$ cat src/rtl/fifo_pkg.sv
// Shared types and helpers for the fifo_flex family of single-clock queues.
package fifo_pkg;

  typedef enum logic {
    FIFO_STD  = 1'b0,
    FIFO_FWFT = 1'b1
  } fifo_mode_e;

  // Bits needed to count 0..depth inclusive.
  function automatic int level_width(input int depth);
    return $clog2(depth + 1);
  endfunction

endpackage

$ cat src/rtl/fifo_flex_ram.sv
// Simple dual-port storage for fifo_flex: synchronous write, asynchronous read.
module fifo_flex_ram #(
  parameter int WIDTH      = 9,
  parameter int DEPTH_LOG2 = 6
) (
  input  logic                  clk,
  input  logic                  we,
  input  logic [DEPTH_LOG2-1:0] waddr,
  input  logic [WIDTH-1:0]      wdata,
  input  logic [DEPTH_LOG2-1:0] raddr,
  output logic [WIDTH-1:0]      rdata
);

  logic [WIDTH-1:0] mem [2**DEPTH_LOG2];

  // NOTE: storage has no reset; validity is tracked by the pointers and level,
  // and leaving it out keeps the array mappable onto RAM macros.
  always_ff @(posedge clk) begin
    if (we) mem[waddr] <= wdata;
  end

  assign rdata = mem[raddr];

endmodule

$ cat src/rtl/fifo_flex.sv
// Parametrised single-clock FIFO with registered or fall-through read,
// fill-level flags, synchronous flush and sticky overflow/underflow.
module fifo_flex
  import fifo_pkg::*;
#(
  parameter int WIDTH        = 9,
  parameter int DEPTH_LOG2   = 6,
  parameter int FWFT         = 0,
  parameter int AFULL_LEVEL  = (2**DEPTH_LOG2) - 2,
  parameter int AEMPTY_LEVEL = 2
) (
  input  logic                                  clk,
  input  logic                                  rstp,
  input  logic                                  clear,
  input  logic                                  wr_en,
  input  logic [WIDTH-1:0]                      wr_data,
  input  logic                                  rd_en,
  output logic [WIDTH-1:0]                      rd_data,
  output logic                                  rd_valid,
  output logic                                  empty,
  output logic                                  full,
  output logic                                  almost_empty,
  output logic                                  almost_full,
  output logic [level_width(2**DEPTH_LOG2)-1:0] level,
  output logic                                  overflow,
  output logic                                  underflow
);

  localparam int         DEPTH = 2**DEPTH_LOG2;
  localparam int         LW    = level_width(DEPTH);
  localparam fifo_mode_e MODE  = (FWFT != 0) ? FIFO_FWFT : FIFO_STD;

  localparam logic [LW-1:0]         DEPTH_LVL  = LW'(DEPTH);
  localparam logic [LW-1:0]         AFULL_LVL  = LW'(AFULL_LEVEL);
  localparam logic [LW-1:0]         AEMPTY_LVL = LW'(AEMPTY_LEVEL);
  localparam logic [LW-1:0]         LVL_ONE    = LW'(1);
  localparam logic [DEPTH_LOG2-1:0] PTR_ONE    = DEPTH_LOG2'(1);

  if (DEPTH_LOG2 < 1 || AEMPTY_LEVEL <= 0 || AEMPTY_LEVEL >= AFULL_LEVEL
      || AFULL_LEVEL > DEPTH) begin : g_bad_params
    $fatal(1, "fifo_flex: illegal DEPTH_LOG2/AEMPTY_LEVEL/AFULL_LEVEL combination");
  end

  logic [DEPTH_LOG2-1:0] head, tail;
  logic [LW-1:0]         level_q;
  logic                  overflow_q, underflow_q;
  logic                  wr_acc, rd_acc;
  logic [WIDTH-1:0]      mem_rd;

  // Flags come from registered level only, so no request-to-flag path exists.
  assign empty        = (level_q == '0);
  assign full         = (level_q == DEPTH_LVL);
  assign almost_empty = (level_q <= AEMPTY_LVL);
  assign almost_full  = (level_q >= AFULL_LVL);
  assign level        = level_q;
  assign overflow     = overflow_q;
  assign underflow    = underflow_q;

  assign wr_acc = wr_en & ~full;
  assign rd_acc = rd_en & ~empty;

  fifo_flex_ram #(
    .WIDTH      (WIDTH),
    .DEPTH_LOG2 (DEPTH_LOG2)
  ) u_ram (
    .clk   (clk),
    .we    (wr_acc & ~clear),
    .waddr (head),
    .wdata (wr_data),
    .raddr (tail),
    .rdata (mem_rd)
  );

  // NOTE: sequential state uses non-blocking assignments so every register
  // samples the pre-edge values regardless of statement order.
  always_ff @(posedge clk or posedge rstp) begin
    if (rstp) begin
      head        <= '0;
      tail        <= '0;
      level_q     <= '0;
      overflow_q  <= 1'b0;
      underflow_q <= 1'b0;
    end else if (clear) begin
      head        <= '0;
      tail        <= '0;
      level_q     <= '0;
      overflow_q  <= 1'b0;
      underflow_q <= 1'b0;
    end else begin
      if (wr_acc) head <= head + PTR_ONE;
      if (rd_acc) tail <= tail + PTR_ONE;
      case ({wr_acc, rd_acc})
        2'b10:   level_q <= level_q + LVL_ONE;
        2'b01:   level_q <= level_q - LVL_ONE;
        default: level_q <= level_q;
      endcase
      if (wr_en && full)  overflow_q  <= 1'b1;
      if (rd_en && empty) underflow_q <= 1'b1;
    end
  end

  if (MODE == FIFO_FWFT) begin : g_fwft
    // Head-of-queue word is shown directly; forced to zero while nothing is held.
    assign rd_data  = empty ? '0 : mem_rd;
    assign rd_valid = ~empty;
  end else begin : g_std
    logic [WIDTH-1:0] rd_data_q;
    logic             rd_valid_q;

    always_ff @(posedge clk or posedge rstp) begin
      if (rstp) begin
        rd_data_q  <= '0;
        rd_valid_q <= 1'b0;
      end else if (clear) begin
        rd_valid_q <= 1'b0;
      end else if (rd_acc) begin
        rd_data_q  <= mem_rd;
        rd_valid_q <= 1'b1;
      end else begin
        rd_valid_q <= 1'b0;
      end
    end

    assign rd_data  = rd_data_q;
    assign rd_valid = rd_valid_q;
  end

endmodule

$ cat config.mk
export PLATFORM = sky130hd
export DESIGN_NAME = fifo_flex
export DESIGN_NICKNAME = d
export VERILOG_FILES = /design/src/rtl/fifo_pkg.sv /design/src/rtl/fifo_flex_ram.sv /design/src/rtl/fifo_flex.sv
export SDC_FILE = /design/constraint.sdc
export NUM_CORES = 1
export LEC_CHECK = 0
export ABC_AREA = 1
export CORE_ASPECT_RATIO = 2
export CORE_MARGIN = 1
export CORE_UTILIZATION = 33
export CTS_CLUSTER_DIAMETER = 50
export DETAILED_ROUTE_END_ITERATION = 8
export HOLD_SLACK_MARGIN = 0.06
export PLACE_DENSITY = 0.46
export REMOVE_ABC_BUFFERS = 1
export SLEW_MARGIN = 20
export SYNTH_ARGS = -nofsm -noshare
export SYNTH_HDL_FRONTEND = slang
export SYNTH_HIERARCHICAL = 1
export SYNTH_SLANG_ARGS = --single-unit
export TNS_END_PERCENT = 5
$ cat constraint.sdc
create_clock -name clk -period 5.5 [get_ports clk]
set_input_delay 0.55 -clock clk [delete_from_list [all_inputs] [get_ports clk]]
set_output_delay 0.55 -clock clk [all_outputs]
set_load 0.05 [all_outputs]
---- Word level (Yosys, flattened, before mapping) ----
Memory sizes are Yosys's and may differ from the RTL's. A register that Yosys moved wholly into a read port is not among the register bits.
Index checks and enable logic that the tools add are counted.
W data, S select, Z words.
cells by class
  $add $sub $neg .......................... 4
  order comparisons ....................... 2
  equal/unequal tests ..................... 3
  muxes and demuxes ....................... 14
  bitwise logic cells ..................... 6
  reductions and logical operators ........ 9
operator list
  operator               count
  $mux W6                4
  $pmux W7 S2            1
  $add A6 B1 Y6 const B  2
  $mux W1                8
  $reduce_bool A2 Y1     4
  $add A7 B1 Y7 const B  1
  $eq A7 B7 Y1 const B   1
  $ge A7 B6 Y1 const B   1
  $le A7 B2 Y1 const B   1
  $logic_not A7 Y1       1
  $mux W7                1
  $sub A7 B1 Y7 const B  1
  $and A1 B1 Y1          3
  $not A1 Y1             3
  $reduce_bool A3 Y1     1
  $eq A2 B1 Y1 const B   1
  $eq A2 B2 Y1 const B   1
  $logic_and A1 B1 Y1    2
  $reduce_and A2 Y1      1
word-level totals
  flip-flop bits (word level) ............. 22
  memory bits (writable) .................. 576
  input bits .............................. 14
  output and inout port bits .............. 23
  word-level logic and storage cells ...... 45
  memories kept ........................... 1
memories
  name       depth  width  read ports  clocked after Yosys merged registers in  wr ports  line                 source
  u_ram.mem  64     9      1           1                                        1         fifo_flex_ram.sv:14  logic [WIDTH-1:0] mem [2**DEPTH_LOG2];

---- Longest topological paths before layout ----
  word-level depth ........................ 6
  depth in mapped cells ................... 16
  mapped depth without buffers ............ 16

---- Hierarchy ----
The synthesis kept the hierarchy.
by module, submodules not included
  module         times used  cells each  area an instance (um^2)  sequential area each (um^2)
  fifo_flex_ram  1           2,007       23,618.9                 17,296.6
  fifo_flex      1           212         1,679.1                  775.7

---- Worst setup path before layout ----
No wires, ideal clock.
  path kind ............................... reg2reg
  start point ............................. register level_q[0] (netlist: level[0])
  end point ............................... memory u_ram.mem[48][0] (enable)
  library setup time ...................... 0.399 ns
  arrival ................................. 2.716 ns
  data required time ...................... 5.101 ns
  setup slack ............................. 2.385 ns
  stages on the path, launching flop included .. 8
  buffers on the path ..................... 1
  period minus slack after synthesis ...... 3.115 ns
  cells stage by stage .................... dfrtp_1 nor2_1 nand2_2 o21ai_4 nor2_1 clkbuf_1 nand4_1 nor4_1
on the way
  cells in the longest elaborated chain, start to end .. 6
RTL lines
  element                        line                 source
  start: declaration             fifo_flex.sv:45      logic [LW-1:0] level_q;
  start signal: assignment       fifo_flex.sv:93      2'b10: level_q <= level_q + LVL_ONE;
  start signal: assignment       fifo_flex.sv:94      2'b01: level_q <= level_q - LVL_ONE;
  start signal: assignment       fifo_flex.sv:95      default: level_q <= level_q;
  $eq A7 B7 Y1                   fifo_flex.sv:52      assign full = (level_q == DEPTH_LVL);
  $not A1 Y1                     fifo_flex.sv:59      assign wr_acc = wr_en & ~full;
  $and A1 B1 Y1                  fifo_flex.sv:59
  $and A1 B1 Y1                  fifo_flex.sv:67      .we (wr_acc & ~clear),
  $mux W1                        fifo_flex_ram.sv:19  if (we) mem[waddr] <= wdata;
  $mux W1 (not written as such)  fifo_flex_ram.sv:19
  end: declaration               fifo_flex_ram.sv:14
Every way passes these cells.

==> flow_summary.toml <==
[die]
start_util_pct = 33.3
core_area_um2 = 75900
rows = 143
die-area_um2 = 77800
die_w_um = 198
die_y_um = 394
ios = 37

[run]
drv_cap = 0

[timing]
clock.fmax_mhz = 280
maxSlewHeadroom_pct = 26.8
post-route-period-util_pct = 64.8
fin_skew_ns = 0.0116
tightestPinTransition_ns = 1.09
setup_ws_ns = 1.93
finalHoldViolations = 0
slew_violations = 0
grt_setup_unrepaired = "no"
final-setup-viol-count = 0
min_period_ns = 3.57

[worst_setup_path]
worstPathMaxFanout = 118
critical_path_class = "reg2reg"
start_kind = "flip-flop"
cp_num_buf_inv = 2
crit_path_frequent_cell = "nand2_1"
end_kind = "flip-flop"
cp_top_family = "buffers and inverters"
crit_chain = "inv_8 -> buf_4 -> nand2_1 -> nand3_1 -> nand3_1 -> nand2_1 -> nand2_1 -> nand3_1 -> nand3_1 -> nand2_1 -> nand2_1 -> nand2_1"
crit_arrival_ns = 4.11
critPathRequiredTime_ns = 6.04
cp_slowest_stage_delay_ns = 0.87
crit_slowest_cell = "buf_4"

[cts]
clkLatencyLatePin_ns = 0.60
root_buffer = "clkbuf_16"
ctsResizeCount = 0
clockBufferDepth = 3
path_clk_slew_ns = 0.07
cts_made_buffers = 54
h-tree-depth = 2
tritoncts = "yes"
post-cts-setup-buffers = 0
clock_sinks = 607
cts_hold_buf = 0

[route]
viasPerCell = 5.05
drc = 2
vias = 16600
first_iter_violations = 1272
drtAntennaViolNets = 0
post_drt_wl_per_cell_um = 23.7
wl_um = 77900
dr.pass1.iters = 7

[pwr]
p_leak_nw = 10.0
p_sw_mw = 4.24
switching_share_pct = 33.9
ir_drop_mv = 0.363
p_comb_share_pct = 25.4
seq_power_share_pct = 42.4
p_total_mw = 12.5
p_int_mw = 8.26
clkPwrFrac_pct = 32.2
power.density_nw_per_um2 = 441

[worst_hold_path]
hold_class = "in2async"

[logic_synthesis]
synth_edf_count = 576
synth_mux_area_share_pct = 0
synth_area_um2 = 25300
synth-simple-area-share_pct = 23.9
synth_fa_ha_area_share_pct = 0.198
yosys_warnings = 6
synth_compound_area_share_pct = 0.717
yosys.area_share.xor_xnor_pct = 0.138
synthMostInstantiatedCell = "nand2_1"
ys_types = 40
synth_area_leaders = "edfxtp_1 (68%), nand2_1 (12%), nand3_1 (10%), dfrtp_1 (3.1%), buf_6 (1.1%)"
synth_top_family_by_area = "simple AND/OR/NAND/NOR gates"
avgSynthCellArea_um2 = 11.4
seq_area_frac_synth_pct = 71.4
synth_commonest_cells = "nand2_1 (791), edfxtp_1 (576), nand3_1 (507)"
synth-seq-cells = 607
syn-instance-count = 2219
yosysTopAreaCell = "edfxtp_1"
yosys.area.top_type_share_pct = 68.4
synth_top_flop_cell = "edfxtp_1"
synthArstFlopShare_pct = 5.11

[outcome]
violations = "DRC"
outcome = "complete, but fails checks"

[global_route]
grt_max_degree = 119
overflow = 0
grt_pass1_vias = 16800
grt_pass1_wl_um = 112000
grt_usage_pct = 20.1
antenna_found_initial = 0

[layout]
drive_above_1_share_pct = 7.02
final_cells = 3281
utilization_pct = 37.3
ff_latch_area_um2 = 18100
multi_input_area_um2 = 6360
synthToLayoutAreaGrowth_pct = 12.0
fillers = 7517
nNetsFinal = 2239

[placed_design]
dp_hpwl_um = 49400
io_buffers = 36
dp.cells = 3180
routabilityCongestion = 0.842
place_ws_ns = 1.58
-- power groups by stage --
stage               Combinational [mW]  Clock (mW)  Sequential, mW
finish                            3.17        4.03            5.30
global route                      3.41        4.26            5.31
floorplan                         1.76           0            5.69
global placement                  3.20           0            5.40
CTS                               3.21        4.13            5.30
detailed placement                3.21           0            5.40
-- per-layer routing --
metal	wire [um]	global-route usage, %
met2	43200	38.3
met4	3980	10.2
met1	28200	21.6
met3	2510	1.67
met5	0	0
-- final timing paths --
kind	from	end	slack (ns)	depth (start not counted)
worst max-delay path	tail[0]	rd_data[3]	1.93	12
worst min-delay path	rstp	level[5]	0.34	3
worst max register to register	tail[0]	rd_data[3]	1.93	12
worst min register to register	rd_data[8]	rd_data[8]	0.48	2
max in group asynchronous	rstp	tail[0]	4.78	3
min in group clk	wr_data[0]	u_ram/mem[62][0]	0.43	1
-- final cells by class --
type                            count  share of cell area, %
Antenna cell                        1                0.00883
Clock buffer                       65                   5.14
Clock inverter                     35                   1.43
Inverter                           39                  0.556
Multi-Input combinational cell   1447                   22.4
Sequential cell                   607                   63.8
Tap cell                         1015                   4.48
Timing Repair Buffer               72                   2.11
-- flip-flops by register name, indices dropped and copies added, names as in the netlist --
signal and count:
tail 6, head 6, u_ram/mem 576, underflow 1, overflow 1, level 7
rd_valid 1, rd_data 9
-- worst reg2reg max path: stages (launching register included) --
cell and delay (ns):
dfrtp_4 0.59, inv_8 0.53, buf_4 1.01, nand2_1 0.24, nand3_1 0.13, nand3_1 0.16
nand2_1 0.22, nand2_1 0.10, nand3_1 0.17, nand3_1 0.11, nand2_1 0.12, nand2_1 0.06
nand2_1 0.07
-- per-stage QoR --
step	area [um^2]	setup TNS (ns)	hold WS, ns
after floorplan	24500	-22.30	0.513
after global placement	26500	0	0.471
after detailed placement	26500	0	0.466
after CTS	28300	0	0.334
after global routing	28300	0	0.386
final	28300	0	0.344
-- cell usage in the layout (no fill, tap or decap), types with 4 or more instances in the layout --
cell | synthesis | layout
a21oi_1 | 7 | 7
buf_2 | 53 | 9
buf_4 | 8 | 35
bufinv_16 | 0 | 9
clkbuf_1 | 27 | 8
clkbuf_16 | 0 | 57
clkdlybuf4s50_1 | 0 | 27
clkinv_1 | 3 | 13
clkinv_2 | 1 | 10
dfrtp_1 | 31 | 28
edfxtp_1 | 576 | 576
ha_1 | 4 | 4
inv_1 | 30 | 30
inv_2 | 3 | 4
nand2_1 | 791 | 791
nand2_2 | 9 | 9
nand3_1 | 507 | 507
nand4_1 | 12 | 12
nor2_1 | 69 | 69
nor4_2 | 0 | 5
o21ai_0 | 11 | 11
o21ai_1 | 4 | 4
-- cells by family (layout without fill, tap and decap cells) --
logic type | count (synthesis) | count (layout)
AOI/OAI and AO/OA | 30 | 30
adders and majority gates | 4 | 4
and+or+nand+nor | 1409 | 1409
DFF | 607 | 607
other | 0 | 1
xor gates and xnor gates | 4 | 4
buffers and inverters | 165 | 211
No activity file was read; power rests on OpenSTA's default activity.
